===== src/rtl/sfp_pkg.sv =====
// Shared definitions for the psum normalizer: FSM state encoding and
// datapath widths used by sfp_norm and sfp_lane_div.
package sfp_pkg;

  typedef enum logic [2:0] {
    S_IDLE,
    S_ACC,
    S_EXCH,
    S_DIV,
    S_DONE
  } state_e;

  // 8 lanes of |-2048| = 16384 fit exactly in 15 bits.
  localparam int unsigned ACC_W     = 15;
  localparam int unsigned SUM_W     = 16;
  localparam int unsigned SHIFT_DEF = 7;

endpackage


===== src/rtl/sfp_lane_div.sv =====
// Single-lane signed divider shared across all lanes of sfp_norm.
// Ports:
//   lane_i    - signed lane value (BW bits, two's complement)
//   divisor_i - unsigned divisor (DW bits)
//   quot_o    - low BW bits of lane_i / divisor_i, truncated toward zero;
//               forced to zero when divisor_i is zero
module sfp_lane_div #(
  parameter int unsigned BW = 12,
  parameter int unsigned DW = 16
) (
  input  logic [BW-1:0] lane_i,
  input  logic [DW-1:0] divisor_i,
  output logic [BW-1:0] quot_o
);

  logic signed [DW:0] num;
  logic signed [DW:0] den;

  // The divisor is a sum of magnitudes, so it is zero-extended to stay
  // positive; the lane is sign-extended to the same width.
  assign num = {{(DW + 1 - BW){lane_i[BW-1]}}, lane_i};
  assign den = {1'b0, divisor_i};

  always_comb begin
    quot_o = '0;
    if (divisor_i != '0) begin
      quot_o = BW'(num / den);
    end
  end

endmodule


===== src/rtl/sfp_norm.sv =====
// Psum normalizer: captures a vector of signed psum lanes, accumulates the
// lane magnitudes, exchanges a scaled sum with a peer core, then divides
// every lane by the combined sum, one lane per cycle.
// Ports:
//   clk, reset               - clock (rising edge), synchronous active-low reset
//   sfp_in/in_valid/in_ready - input lane vector and handshake
//   sum_out/sum_out_valid    - this core's scaled magnitude sum to the peer
//   sum_in/sum_in_valid      - peer core's scaled sum
//   sfp_out/out_valid/out_ready - normalized lane vector and handshake
//   div_zero                 - combined divisor was zero for this result
module sfp_norm
  import sfp_pkg::*;
#(
  parameter int unsigned bw_psum = 12,
  parameter int unsigned col     = 8,
  parameter int unsigned shift   = SHIFT_DEF
) (
  input  logic                     clk,
  input  logic                     reset,
  input  logic [bw_psum*col-1:0]   sfp_in,
  input  logic                     in_valid,
  output logic                     in_ready,
  output logic [SUM_W-1:0]         sum_out,
  output logic                     sum_out_valid,
  input  logic [SUM_W-1:0]         sum_in,
  input  logic                     sum_in_valid,
  output logic [bw_psum*col-1:0]   sfp_out,
  output logic                     out_valid,
  input  logic                     out_ready,
  output logic                     div_zero
);

  localparam int unsigned CNT_W = (col > 1) ? $clog2(col) : 1;

  state_e                   state_q, state_d;
  logic [bw_psum*col-1:0]   data_q, data_d;
  logic [bw_psum*col-1:0]   sfp_q, sfp_d;
  logic [ACC_W-1:0]         acc_q, acc_d;
  logic [SUM_W-1:0]         div_q, div_d;
  logic                     dz_q, dz_d;
  logic [CNT_W-1:0]         cnt_q, cnt_d;

  logic [bw_psum-1:0]       lane;
  logic [bw_psum-1:0]       lane_abs;
  logic [bw_psum-1:0]       quot;
  logic [SUM_W-1:0]         exch_sum;
  logic                     last_lane;

  assign lane      = data_q[cnt_q*bw_psum +: bw_psum];
  // Negating the most negative lane wraps back to the same bit pattern,
  // which read as unsigned is exactly its magnitude.
  assign lane_abs  = lane[bw_psum-1] ? -lane : lane;
  assign last_lane = (cnt_q == CNT_W'(col - 1));
  assign sum_out   = SUM_W'(acc_q >> shift);
  assign exch_sum  = sum_out + sum_in;

  sfp_lane_div #(
    .BW(bw_psum),
    .DW(SUM_W)
  ) u_lane_div (
    .lane_i   (lane),
    .divisor_i(div_q),
    .quot_o   (quot)
  );

  always_comb begin
    state_d = state_q;
    data_d  = data_q;
    sfp_d   = sfp_q;
    acc_d   = acc_q;
    div_d   = div_q;
    dz_d    = dz_q;
    cnt_d   = cnt_q;
    case (state_q)
      S_IDLE: begin
        if (in_valid) begin
          data_d  = sfp_in;
          acc_d   = '0;
          cnt_d   = '0;
          dz_d    = 1'b0;
          state_d = S_ACC;
        end
      end
      S_ACC: begin
        acc_d = acc_q + ACC_W'(lane_abs);
        if (last_lane) begin
          cnt_d   = '0;
          state_d = S_EXCH;
        end else begin
          cnt_d = cnt_q + CNT_W'(1);
        end
      end
      S_EXCH: begin
        if (sum_in_valid) begin
          div_d   = exch_sum;
          dz_d    = (exch_sum == '0);
          state_d = S_DIV;
        end
      end
      S_DIV: begin
        sfp_d[cnt_q*bw_psum +: bw_psum] = quot;
        if (last_lane) begin
          cnt_d   = '0;
          state_d = S_DONE;
        end else begin
          cnt_d = cnt_q + CNT_W'(1);
        end
      end
      S_DONE: begin
        if (out_ready) begin
          state_d = S_IDLE;
        end
      end
      default: state_d = S_IDLE;
    endcase
  end

  always_ff @(posedge clk) begin
    if (!reset) begin
      state_q <= S_IDLE;
      data_q  <= '0;
      sfp_q   <= '0;
      acc_q   <= '0;
      div_q   <= '0;
      dz_q    <= 1'b0;
      cnt_q   <= '0;
    end else begin
      state_q <= state_d;
      data_q  <= data_d;
      sfp_q   <= sfp_d;
      acc_q   <= acc_d;
      div_q   <= div_d;
      dz_q    <= dz_d;
      cnt_q   <= cnt_d;
    end
  end

  // Status outputs are gated by reset so they read low while it is held,
  // even before the first reset edge has been seen.
  assign in_ready      = reset && (state_q == S_IDLE);
  assign sum_out_valid = reset && (state_q == S_EXCH);
  assign out_valid     = reset && (state_q == S_DONE);
  assign div_zero      = reset && dz_q;
  assign sfp_out       = sfp_q;

endmodule


===== config.mk =====
export PLATFORM = sky130hd
export DESIGN_NAME = sfp_norm
export DESIGN_NICKNAME = d
export VERILOG_FILES = /design/src/rtl/sfp_pkg.sv /design/src/rtl/sfp_lane_div.sv /design/src/rtl/sfp_norm.sv
export SDC_FILE = /design/constraint.sdc
export NUM_CORES = 1
export LEC_CHECK = 0
export BUFFER_PORTS_ARGS = -buffer_cell sky130_fd_sc_hd__buf_2
export CORE_MARGIN = 4
export CORE_UTILIZATION = 60
export DETAILED_ROUTE_END_ITERATION = 8
export PLACE_DENSITY = 0.8
export SLEW_MARGIN = 20
export SYNTH_ARGS = -nofsm -noshare
export SYNTH_HDL_FRONTEND = slang
export SYNTH_SLANG_ARGS = --single-unit

===== constraint.sdc =====
create_clock -name clk -period 47.2 [get_ports clk]
set_clock_uncertainty 0.05 [all_clocks]
set_input_delay 2.36 -clock clk [delete_from_list [all_inputs] [get_ports clk]]
set_output_delay 2.36 -clock clk [all_outputs]
set_load 0.05 [all_outputs]

Yosys cells after proc, flatten, opt, wreduce, memory -nomap -nowiden
Cells that the tools add are included.
{"block": "totals", "reg_bits": 230, "in_bits": 117, "out_inout_bits": 116}
{"block": "classes", "add_sub_neg": 5, "multipliers": 1, "div_mod_pow": 1, "eq_ne": 10, "shifts": 3, "n_mux": 17, "reduce_logical": 17}
{"op": "$bwmux W96", "count": 1}
{"op": "$shift A12 B34 Y96 const A", "count": 1}
{"op": "$shiftx A12 B34 Y96", "count": 1}
{"op": "$shiftx A96 B8 Y12", "count": 1}
{"op": "$neg A7 Y34", "count": 1}
{"op": "$pmux W15 S2", "count": 1}
{"op": "$mux W12", "count": 2}
{"op": "$mux W3", "count": 7}
{"op": "$div A17 B17 Y17", "count": 1}
{"op": "$add A8 B16 Y16", "count": 1}
{"op": "$logic_not A16 Y1", "count": 1}
{"op": "$reduce_bool A16 Y1", "count": 1}
{"op": "$add A15 B12 Y15", "count": 1}
{"op": "$mux W15", "count": 1}
{"op": "$pmux W3 S5", "count": 1}
{"op": "$neg A12 Y12", "count": 1}
{"op": "$ne A2 B2 Y1 const B", "count": 5}
{"op": "$reduce_and A2 Y1", "count": 4}
{"op": "$eq A3 B2 Y1 const B", "count": 2}
{"op": "$eq A3 B3 Y1 const B", "count": 2}
{"op": "$pmux W3 S2", "count": 1}
{"op": "$reduce_bool A2 Y1", "count": 3}
{"op": "$mul A3 B2 Y5 const B", "count": 1}
{"op": "$reduce_and A5 Y1", "count": 1}
{"op": "8 further kinds", "count": 12}

Logic depth before layout (Yosys ltp)
Gate-level depths: netlist of the first run.
{"block": "depth", "depth_word": 6, "ltp_mapped": 145, "depth_no_buf": 136}

By module
Synthesis of the first run repeated with hierarchy kept, for this count alone.
{"block": "unflattened", "hier_cells": 2704, "area_unflattened_um2": 20417.1}
{"mod": "sfp_norm", "instances": 1, "cells_per_inst": 1436, "area_each_um2": 11815.1}
{"mod": "sfp_lane_div", "instances": 1, "cells_per_inst": 1268, "area_each_um2": 8602.0}

Worst setup path after synthesis of the first run
Ideal clock, no wire load.
{"block": "synth_timing", "path_kind": "register to register", "from": "register div_q[0]", "to": "register sfp_q[90] (netlist: sfp_out[90])", "setup_ns": 0.140, "arrival_time_ns": 26.022, "path_slack_ns": 20.988, "path_stages_with_launch": 121, "path_buffers": 14, "path_cell_list": "dfxtp_1 inv_1 ha_1 o21ai_1 a211oi_1 nand3_1 a21oi_1 ha_1 a21oi_1 a21oi_1 or2_0 clkbuf_1 o41ai_1 and2_1 ha_1 o211ai_1 a21oi_1 nor3_1 (+85 left out) clkbuf_1 o21a_1 ha_1 a21oi_1 a21oi_1 a2111oi_0 a31oi_1 a211o_1 a21oi_1 ha_1 and3_1 nand2_1 o31a_1 xnor2_1 nand2_1 o21ai_0 a2bb2oi_1 a211oi_1"}
{"block": "synth_via", "elab_chain_cells": 4, "elab_cells_between_ends": 5, "cone_classes": "1 x div; 1 x shift; 2 x mux; 1 x reduce/logical"}
{"element": "start, declared", "line": "sfp_norm.sv:39", "rtl": "logic [SUM_W-1:0] div_q, div_d;"}
{"element": "start signal, assigned", "line": "sfp_norm.sv:132", "rtl": "div_q <= div_d;"}
{"element": "$div A17 B17 Y17 or $reduce_bool A16 Y1 (tied branches)", "line": "sfp_lane_div.sv:27, sfp_lane_div.sv:26"}
{"element": "$mux W12 *", "line": "sfp_lane_div.sv:26", "rtl": "if (divisor_i != '0) begin"}
{"element": "$shiftx A12 B34 Y96 *", "line": "sfp_norm.sv:101", "rtl": "sfp_d[cnt_q*bw_psum +: bw_psum] = quot;"}
{"element": "$bwmux W96 *", "line": "sfp_norm.sv:101"}
{"element": "end signal, assigned", "line": "sfp_norm.sv:130", "rtl": "sfp_q <= sfp_d;"}
{"element": "end, declared", "line": "sfp_norm.sv:37", "rtl": "logic [bw_psum*col-1:0] sfp_q, sfp_d;"}
Mark *: on every way between the ends. The rest lies on a longest branch, timed or not.
A chain may end at the register's enable or synchronous reset.

Worst setup path after layout of the first run
{"block": "layout_timing", "from": "register div_q[1]", "to": "register sfp_q[90] (netlist: sfp_out[90])"}
Same word-level chain as after synthesis.

==> metrics.txt, run 1 <==
# TYPE chip_impl_metric gauge
chip_impl_metric{name="cts_post_setup_buffers_inserted",unit=""} 0
chip_impl_metric{name="holdBufCountCts",unit=""} 0
chip_impl_metric{name="post_route_cells_drive_above_1_share",unit="%"} 14.63
chip_impl_metric{name="flow.area_growth_from_synthesis",unit="%"} 11.20
chip_impl_metric{name="synth_enable_flop_cells",unit=""} 0
chip_impl_info{name="timing_worst_setup_path_type",value="flip-flop to flip-flop"} 1
chip_impl_metric{name="antenna_violating_nets_post_route",unit=""} 0
chip_impl_metric{name="die_h",unit="um"} 188.1
chip_impl_info{name="layout.cells.most_common",value="sky130_fd_sc_hd__nand2_1"} 1
chip_impl_metric{name="diodes",unit=""} 0
chip_impl_info{name="layout_common_cells",value="sky130_fd_sc_hd__nand2_1 (356), sky130_fd_sc_hd__a21oi_1 (312), sky130_fd_sc_hd__dfxtp_1 (228)"} 1
chip_impl_metric{name="num_io_pins",unit=""} 233
chip_impl_metric{name="worst-endpoint-required",unit="ns"} 47.52
chip_impl_metric{name="hold_violations",unit=""} 0
chip_impl_metric{name="post_cts.resized_instances",unit=""} 0
chip_impl_metric{name="worst_path_largest_cell_delay",unit="ns"} 0.86
chip_impl_metric{name="drv_cap",unit=""} 0
chip_impl_metric{name="critical_path_peak_fanout",unit=""} 18
chip_impl_info{name="cts_tree",value="built"} 1
chip_impl_metric{name="dieArea",unit="mm^2"} 0.03537
chip_impl_metric{name="async_reset_ff_share",unit="%"} 0
chip_impl_metric{name="worst_slew_margin_rel",unit="%"} 28.36
chip_impl_info{name="unrepaired_setup_endpoints_after_global_routing",value="false"} 1
chip_impl_metric{name="synth.cell_area",unit="mm^2"} 0.01946
chip_impl_info{name="clockRootBuffer",value="sky130_fd_sc_hd__clkbuf_16"} 1
chip_impl_metric{name="clkSinkCount",unit=""} 230
chip_impl_metric{name="floorplan.die.width",unit="um"} 188.1
chip_impl_metric{name="postSynthCellCount",unit=""} 2566
chip_impl_metric{name="routed-via-count",unit=""} 20336
chip_impl_metric{name="cts_inserted_buffers",unit=""} 26
chip_impl_metric{name="grt_antenna_before_repair",unit=""} 0
chip_impl_metric{name="total_setup_violations_reported_at_the_end_of_the_flow",unit=""} 0
chip_impl_metric{name="tightestPinTransition",unit="ns"} 1.067
chip_impl_metric{name="grt.total_usage",unit="%"} 34.66
chip_impl_metric{name="synth_compound_gate_area_share",unit="%"} 26.41
chip_impl_metric{name="worst-endpoint-arrival",unit="ns"} 31.90
chip_impl_info{name="crit_path_start_kind",value="flip-flop"} 1
chip_impl_metric{name="core",unit="mm^2"} 0.03180
chip_impl_metric{name="number_of_drc_markers_in_iteration_0",unit=""} 2196
chip_impl_metric{name="cts_htree_levels",unit=""} 1
chip_impl_info{name="crit_slowest_cell",value="sky130_fd_sc_hd__o21ai_1"} 1
chip_impl_info{name="hold_removal_path_class",value="flip-flop to flip-flop"} 1
chip_impl_metric{name="detail_route.wirelength",unit="um"} 64770
chip_impl_info{name="synth_ff_type",value="sky130_fd_sc_hd__dfxtp_1"} 1
chip_impl_metric{name="muxShareOfSynthArea",unit="%"} 6.206
chip_impl_metric{name="gr-total-overflow",unit=""} 0
chip_impl_metric{name="min_period_over_period",unit="%"} 66.89
chip_impl_metric{name="starting_density_of_the_core",unit="%"} 61.18
chip_impl_metric{name="timing.hold.worst_path_depth",unit=""} 2
chip_impl_metric{name="place.port_buffers",unit=""} 224
chip_impl_metric{name="synth.ff_latch_count",unit=""} 230
chip_impl_metric{name="syn_avg_cell_area",unit="um^2"} 7.582
chip_impl_metric{name="report.final.slew_viol_count",unit=""} 0
chip_impl_metric{name="r2r_cells",unit=""} 108
chip_impl_metric{name="insertion_delay",unit="ns"} 0.55
chip_impl_metric{name="grt_max_degree",unit=""} 97
chip_impl_metric{name="std_cell_rows",unit=""} 65
chip_impl_metric{name="routedWlPerCell",unit="um"} 20.35
chip_impl_metric{name="yosys.cell_types.count",unit=""} 108
chip_impl_metric{name="synth_adder_area_share",unit="%"} 12.22
chip_impl_info{name="status",value="finished, final reports clean"} 1
chip_impl_metric{name="synth-seq-area-share",unit="%"} 23.67
chip_impl_metric{name="finalSetupTns",unit="ns"} 0
chip_impl_metric{name="vias_per_cell",unit=""} 6.389
chip_impl_metric{name="clock_path_buffers",unit=""} 3
chip_impl_metric{name="finish.net_count",unit=""} 3032
chip_impl_metric{name="grt_pass1_wl",unit="um"} 101700
chip_impl_metric{name="path_clk_slew",unit="ns"} 0.06
chip_impl_metric{name="gpl.final_weighted_congestion",unit=""} 1.041
chip_impl_metric{name="first_global_vias",unit=""} 19371
chip_impl_metric{name="timing.fmax",unit="MHz"} 31.67
chip_impl_metric{name="synth-warning-count",unit=""} 0
chip_impl_metric{name="dpl.hpwl",unit="um"} 49400
chip_impl_info{name="cp_endpoint_kind",value="flip-flop"} 1
chip_impl_info{name="synth_top_family_by_area",value="compound AO/OA/AOI/OAI gates"} 1
chip_impl_metric{name="fin_crit",unit="ns"} 31.57
chip_impl_metric{name="synth_xor_xnor_area_share",unit="%"} 5.447
chip_impl_metric{name="dr_pass1_iterations",unit=""} 6
chip_impl_metric{name="drc",unit=""} 0
chip_impl_metric{name="synth-simple-area-share",unit="%"} 21.68
-- per-stage QoR --
stage | hold slack (ns) | cells | area, um^2 | worst slack [ns] | utilization [%]
floorplan | 0.3822 | 2578 | 19500 | 20.99 | -
global placement | 0.3897 | 3137 | 20770 | 17.47 | 65.31
detailed placement | 0.3952 | 3137 | 20770 | 16.39 | 65.31
CTS | 0.4033 | 3183 | 21630 | 16.21 | 68.02
global route | 0.4158 | 3183 | 21630 | 13.52 | 68.03
finish | 0.4021 | 3183 | 21630 | 15.63 | 68.03
-- cell type report --
cell class                 count  area, um^2
multi-input combinational   2152       14070
clock inverter                10       123.9
clock buffer                  36       738.2
timing repair buffer         243        1264
tap                          435       544.3
inverter                      77       291.5
sequential                   230        4607
fill                        2736       10160
-- worst paths after layout --
path,from,end,slack [ns]
worst max-delay path,div_q[1]$_SDFFE_PN0P_,sfp_out[90]$_SDFFE_PN0P_,15.63
worst min-delay path,data_q[81]$_SDFFE_PN0P_,data_q[81]$_SDFFE_PN0P_,0.40
worst max register to register,div_q[1]$_SDFFE_PN0P_,sfp_out[90]$_SDFFE_PN0P_,15.63
worst min register to register,data_q[81]$_SDFFE_PN0P_,data_q[81]$_SDFFE_PN0P_,0.40
-- Yosys cell counts (all sizes together) (10+ instances only) --
| library cell | count | area, um^2 |
|---|---|---|
| nand3 | 80 | 410.4 |
| and3 | 19 | 118.9 |
| o211ai | 19 | 142.6 |
| mux4 | 19 | 427.9 |
| nor3 | 84 | 425.4 |
| nand2b | 19 | 118.9 |
| or3 | 25 | 156.4 |
| xnor2 | 68 | 621.8 |
| dfxtp | 230 | 4604 |
| nand4 | 20 | 131.4 |
| nor4 | 11 | 90.08 |
| and2 | 15 | 93.84 |
| xor2 | 50 | 437.9 |
| a21o | 40 | 300.3 |
| o21bai | 10 | 75.07 |
| a31oi | 35 | 231.5 |
| buf | 37 | 249.0 |
| o21ai | 191 | 963.4 |
| ha | 182 | 2277 |
| a211oi | 25 | 192.7 |
| inv | 76 | 285.3 |
| o22ai | 13 | 81.33 |
| nand2 | 356 | 1336 |
| o21a | 50 | 375.4 |
| a21oi | 316 | 1597 |
| clkbuf | 82 | 307.8 |
| mux2i | 34 | 355.3 |
| o31ai | 15 | 112.6 |
| or2 | 16 | 100.1 |
| nor2b | 25 | 156.4 |
| nor2 | 217 | 814.5 |
| mux2 | 37 | 424.2 |
-- kinds of logic (layout without fill, tap and decap cells) --
| family | Yosys count | after routing |
|---|---|---|
| multiplexers | 90 | 90 |
| buffers and inverters | 196 | 366 |
| XOR/XNOR | 118 | 118 |
| AO/OA/AOI/OAI | 825 | 825 |
| adder cells (fa/ha/maj) | 189 | 189 |
| flip-flops | 230 | 230 |
| AND/OR/NAND/NOR | 917 | 917 |
| other | 1 | 13 |
-- state kept, by name, indices dropped and copies added, names as in the netlist --
signal and count:
data_q 96, state_q 3, sfp_out 96, acc_q 15, dz_q 1, cnt_q 3
div_q 16
-- metal layers --
metal / track usage, % / share of wire [%] / vias up
li1: - / - / 9667
met5: 0 / 0 / -
met1: 45.20 / 42 / 9544
met3: 4.300 / 7.6 / 173
met2: 59.43 / 47 / 952
met4: 11.77 / 3.8 / 0
-- critical path: cells and delay by family (launching register included) --
kind	cells	cell delay [ns]
AND/OR/NAND/NOR	28	6.60
buffers and inverters	3	1.00
multiplexers	4	1.60
XOR/XNOR	1	0.59
AO/OA/AOI/OAI	57	16.62
adder cells (fa/ha/maj)	15	4.53
flip-flops	1	0.34
Power of run 1 is left out: the tool's default activity adds up to more than one toggle a clock period on the data nets, which glitch-free logic cannot reach.
==> run 2, diff against run 1 <==
--- a/config.mk
+++ b/config.mk
@@ -7,9 +7,9 @@
 export LEC_CHECK = 0
 export BUFFER_PORTS_ARGS = -buffer_cell sky130_fd_sc_hd__buf_2
 export CORE_MARGIN = 4
-export CORE_UTILIZATION = 60
+export CORE_UTILIZATION = 55
 export DETAILED_ROUTE_END_ITERATION = 8
-export PLACE_DENSITY = 0.8
+export PLACE_DENSITY = 0.77
 export SLEW_MARGIN = 20
 export SYNTH_ARGS = -nofsm -noshare
 export SYNTH_HDL_FRONTEND = slang
==> constraint.sdc (replaced) <==
create_clock -name clk -period 25.4 [get_ports clk]
set_clock_uncertainty 0.05 [all_clocks]
set_input_delay 1.27 -clock clk [delete_from_list [all_inputs] [get_ports clk]]
set_output_delay 1.27 -clock clk [all_outputs]
set_load 0.05 [all_outputs]
==> run 2 against run 1 <==
Fmax grew 28%. Setup slack lost 15 ns. Cell count grew 5.5%. Via count grew 3.2%. Worst hold slack gained 0.00052 ns. Largest cell class unchanged. Critical path depth grew 8. Design area grew 9.0%. Register-to-register slack lost 15 ns. Non-clock buffer count grew 157. Global-route usage shrank 1.8 points. Core utilization shrank 0.081 points.
==> metrics.txt, run 2 (synthesized netlist as in run 1, its figures left out) <==
# TYPE chip_impl_metric gauge
chip_impl_metric{name="antenna_violating_nets_post_route",unit=""} 0
chip_impl_metric{name="cp_num_buf_inv",unit=""} 15
chip_impl_metric{name="finalSetupTns",unit="ns"} 0
chip_impl_metric{name="flow.area_growth_from_synthesis",unit="%"} 21.24
chip_impl_info{name="crit_slowest_cell",value="sky130_fd_sc_hd__or4_1"} 1
chip_impl_metric{name="worst_path_largest_cell_delay",unit="ns"} 0.51
chip_impl_metric{name="gr-total-overflow",unit=""} 0
chip_impl_metric{name="first_global_vias",unit=""} 19761
chip_impl_metric{name="dr_pass1_iterations",unit=""} 6
chip_impl_metric{name="detail_route.wirelength",unit="um"} 68290
chip_impl_metric{name="finish.net_count",unit=""} 3189
chip_impl_metric{name="report.final.slew_viol_count",unit=""} 0
chip_impl_metric{name="floorplan.die.width",unit="um"} 196.1
chip_impl_metric{name="post_route_cells_drive_above_1_share",unit="%"} 23.22
chip_impl_metric{name="number_of_drc_markers_in_iteration_0",unit=""} 1701
chip_impl_metric{name="min_period_over_period",unit="%"} 96.79
chip_impl_info{name="cts_tree",value="built"} 1
chip_impl_metric{name="insertion_delay",unit="ns"} 0.55
chip_impl_metric{name="grt.total_usage",unit="%"} 32.87
chip_impl_info{name="hold_removal_path_class",value="flip-flop to flip-flop"} 1
chip_impl_info{name="status",value="finished, final reports clean"} 1
chip_impl_info{name="critical-path-top-delay-family",value="compound AO/OA/AOI/OAI gates"} 1
chip_impl_metric{name="tightestPinTransition",unit="ns"} 1.042
chip_impl_metric{name="num_io_pins",unit=""} 233
chip_impl_metric{name="hold_violations",unit=""} 0
chip_impl_metric{name="fin_crit",unit="ns"} 24.59
chip_impl_metric{name="critical_path_peak_fanout",unit=""} 12
chip_impl_metric{name="diodes",unit=""} 0
chip_impl_metric{name="total_setup_violations_reported_at_the_end_of_the_flow",unit=""} 0
chip_impl_metric{name="core",unit="mm^2"} 0.03471
chip_impl_metric{name="sequential_cell_area",unit="mm^2"} 0.004612
chip_impl_metric{name="grt_pass1_wl",unit="um"} 105000
chip_impl_metric{name="routed-via-count",unit=""} 20989
chip_impl_metric{name="drc",unit=""} 0
chip_impl_metric{name="routedWlPerCell",unit="um"} 20.34
chip_impl_metric{name="multi_input_area",unit="mm^2"} 0.01487
chip_impl_metric{name="clkSinkCount",unit=""} 230
chip_impl_metric{name="dpl.hpwl",unit="um"} 51490
chip_impl_info{name="layout_common_cells",value="sky130_fd_sc_hd__nand2_1 (354), sky130_fd_sc_hd__a21oi_1 (282), sky130_fd_sc_hd__dfxtp_1 (228)"} 1
chip_impl_metric{name="std_cell_rows",unit=""} 68
chip_impl_metric{name="path_clk_slew",unit="ns"} 0.06
chip_impl_metric{name="cts_htree_levels",unit=""} 1
chip_impl_metric{name="vias_per_cell",unit=""} 6.250
chip_impl_metric{name="worst-endpoint-arrival",unit="ns"} 25.00
chip_impl_metric{name="place.port_buffers",unit=""} 224
chip_impl_info{name="clockRootBuffer",value="sky130_fd_sc_hd__clkbuf_16"} 1
chip_impl_info{name="timing_worst_setup_path_type",value="flip-flop to flip-flop"} 1
chip_impl_metric{name="gpl.final_weighted_congestion",unit=""} 1.048
chip_impl_metric{name="worst_slew_margin_rel",unit="%"} 29.83
chip_impl_metric{name="starting_density_of_the_core",unit="%"} 56.05
chip_impl_metric{name="grt_max_degree",unit=""} 104
chip_impl_info{name="crit_path_start_kind",value="flip-flop"} 1
chip_impl_metric{name="timing.fmax",unit="MHz"} 40.67
chip_impl_metric{name="die_h",unit="um"} 196.1
chip_impl_metric{name="clock_path_buffers",unit=""} 3
chip_impl_metric{name="fillerInstances",unit=""} 2980
chip_impl_metric{name="dieArea",unit="mm^2"} 0.03845
chip_impl_metric{name="drv_cap",unit=""} 0
chip_impl_metric{name="grt_antenna_before_repair",unit=""} 0
chip_impl_metric{name="worst-endpoint-required",unit="ns"} 25.81
chip_impl_info{name="layout.cells.most_common",value="sky130_fd_sc_hd__nand2_1"} 1
chip_impl_metric{name="cts_inserted_buffers",unit=""} 25
chip_impl_info{name="cp_endpoint_kind",value="flip-flop"} 1
==> run 2: changes by cell type in the layout (fill, tap and decap cells not counted), moves of 7 or more <==
cell / previous run / this run
sky130_fd_sc_hd__nor2_1: 217 / 210
sky130_fd_sc_hd__ha_4: 0 / 14
sky130_fd_sc_hd__buf_6: 0 / 7
sky130_fd_sc_hd__buf_4: 19 / 165
sky130_fd_sc_hd__ha_1: 182 / 164
sky130_fd_sc_hd__a21oi_2: 4 / 30
sky130_fd_sc_hd__a21oi_1: 312 / 282
sky130_fd_sc_hd__o21ai_0: 181 / 164
sky130_fd_sc_hd__o21ai_1: 7 / 17
==> run 2: through the flow <==
step / instances / util, % / worst slack, ns / hold WS (ns) / cell area [um^2]
after floorplan: 2578 / - / 0.008656 / 0.3822 / 19530
after global placement: 3275 / 62.54 / -0.3933 / 0.3894 / 21710
after detailed placement: 3275 / 62.54 / -0.8817 / 0.3965 / 21710
after CTS: 3324 / 65.13 / 0.02136 / 0.4049 / 22610
after global routing: 3358 / 67.95 / -0.3223 / 0.4210 / 23590
final: 3358 / 67.95 / 0.8144 / 0.4026 / 23590
==> run 2: final timing paths <==
| kind | depth (start not counted) | slack, ns | endpoint | from |
|---|---|---|---|---|
| setup / recovery | 116 | 0.81 | sfp_out[94]$_SDFFE_PN0P_ | div_q[0]$_SDFFE_PN0P_ |
| hold / removal | 2 | 0.40 | data_q[74]$_SDFFE_PN0P_ | data_q[74]$_SDFFE_PN0P_ |
| setup reg to reg | 116 | 0.81 | sfp_out[94]$_SDFFE_PN0P_ | div_q[0]$_SDFFE_PN0P_ |
| hold reg to reg | 2 | 0.40 | data_q[74]$_SDFFE_PN0P_ | data_q[74]$_SDFFE_PN0P_ |
==> run 2: final cells by class <==
| class | count | area share [%] |
|---|---|---|
| repair buffers | 400 | 10.49 |
| clock inverters | 7 | 0.2546 |
| well taps | 455 | 2.413 |
| flip-flops and latches | 230 | 19.55 |
| multi-input cells | 2153 | 63.06 |
| clock buffers | 36 | 2.997 |
| inverters | 77 | 1.241 |
==> run 2: worst reg2reg max path, delay by kind of cell, from the launching register on <==
kind	cells	cell delay, ns
and+or+nand+nor	26	4.88
adders and majority gates	15	3.98
xor gates and xnor gates	2	0.41
AOI/OAI and AO/OA	53	11.05
DFF	1	0.31
muxes	5	1.63
buffers and inverters	15	2.22
==> run 2: routing by layer <==
metal | share of wire (%) | vias up | wire [um] | track usage [%]
li1 | - | 10012 | - | -
met1 | 42 | 9763 | 28360 | 43.71
met2 | 46 | 997 | 31670 | 54.42
met3 | 8.1 | 217 | 5534 | 4.929
met4 | 4.0 | 0 | 2726 | 11.79
met5 | 0 | - | 0 | 0
==> run 2: what timing repair did <==
| action | 4_1_cts | 5_1_grt |
|---|---|---|
| buffers inserted | 5 | 31 |
| hold buffers | 0 | 0 |
| endpoints found under the setup margin | 94 | 96 |
| hold endpoints to repair | 0 | 0 |
| gates resized for setup | 28 | 146 |
| gates cloned | 1 | 3 |
| pin swaps | 4 | 48 |
Power of run 2 is left out for the same reason.
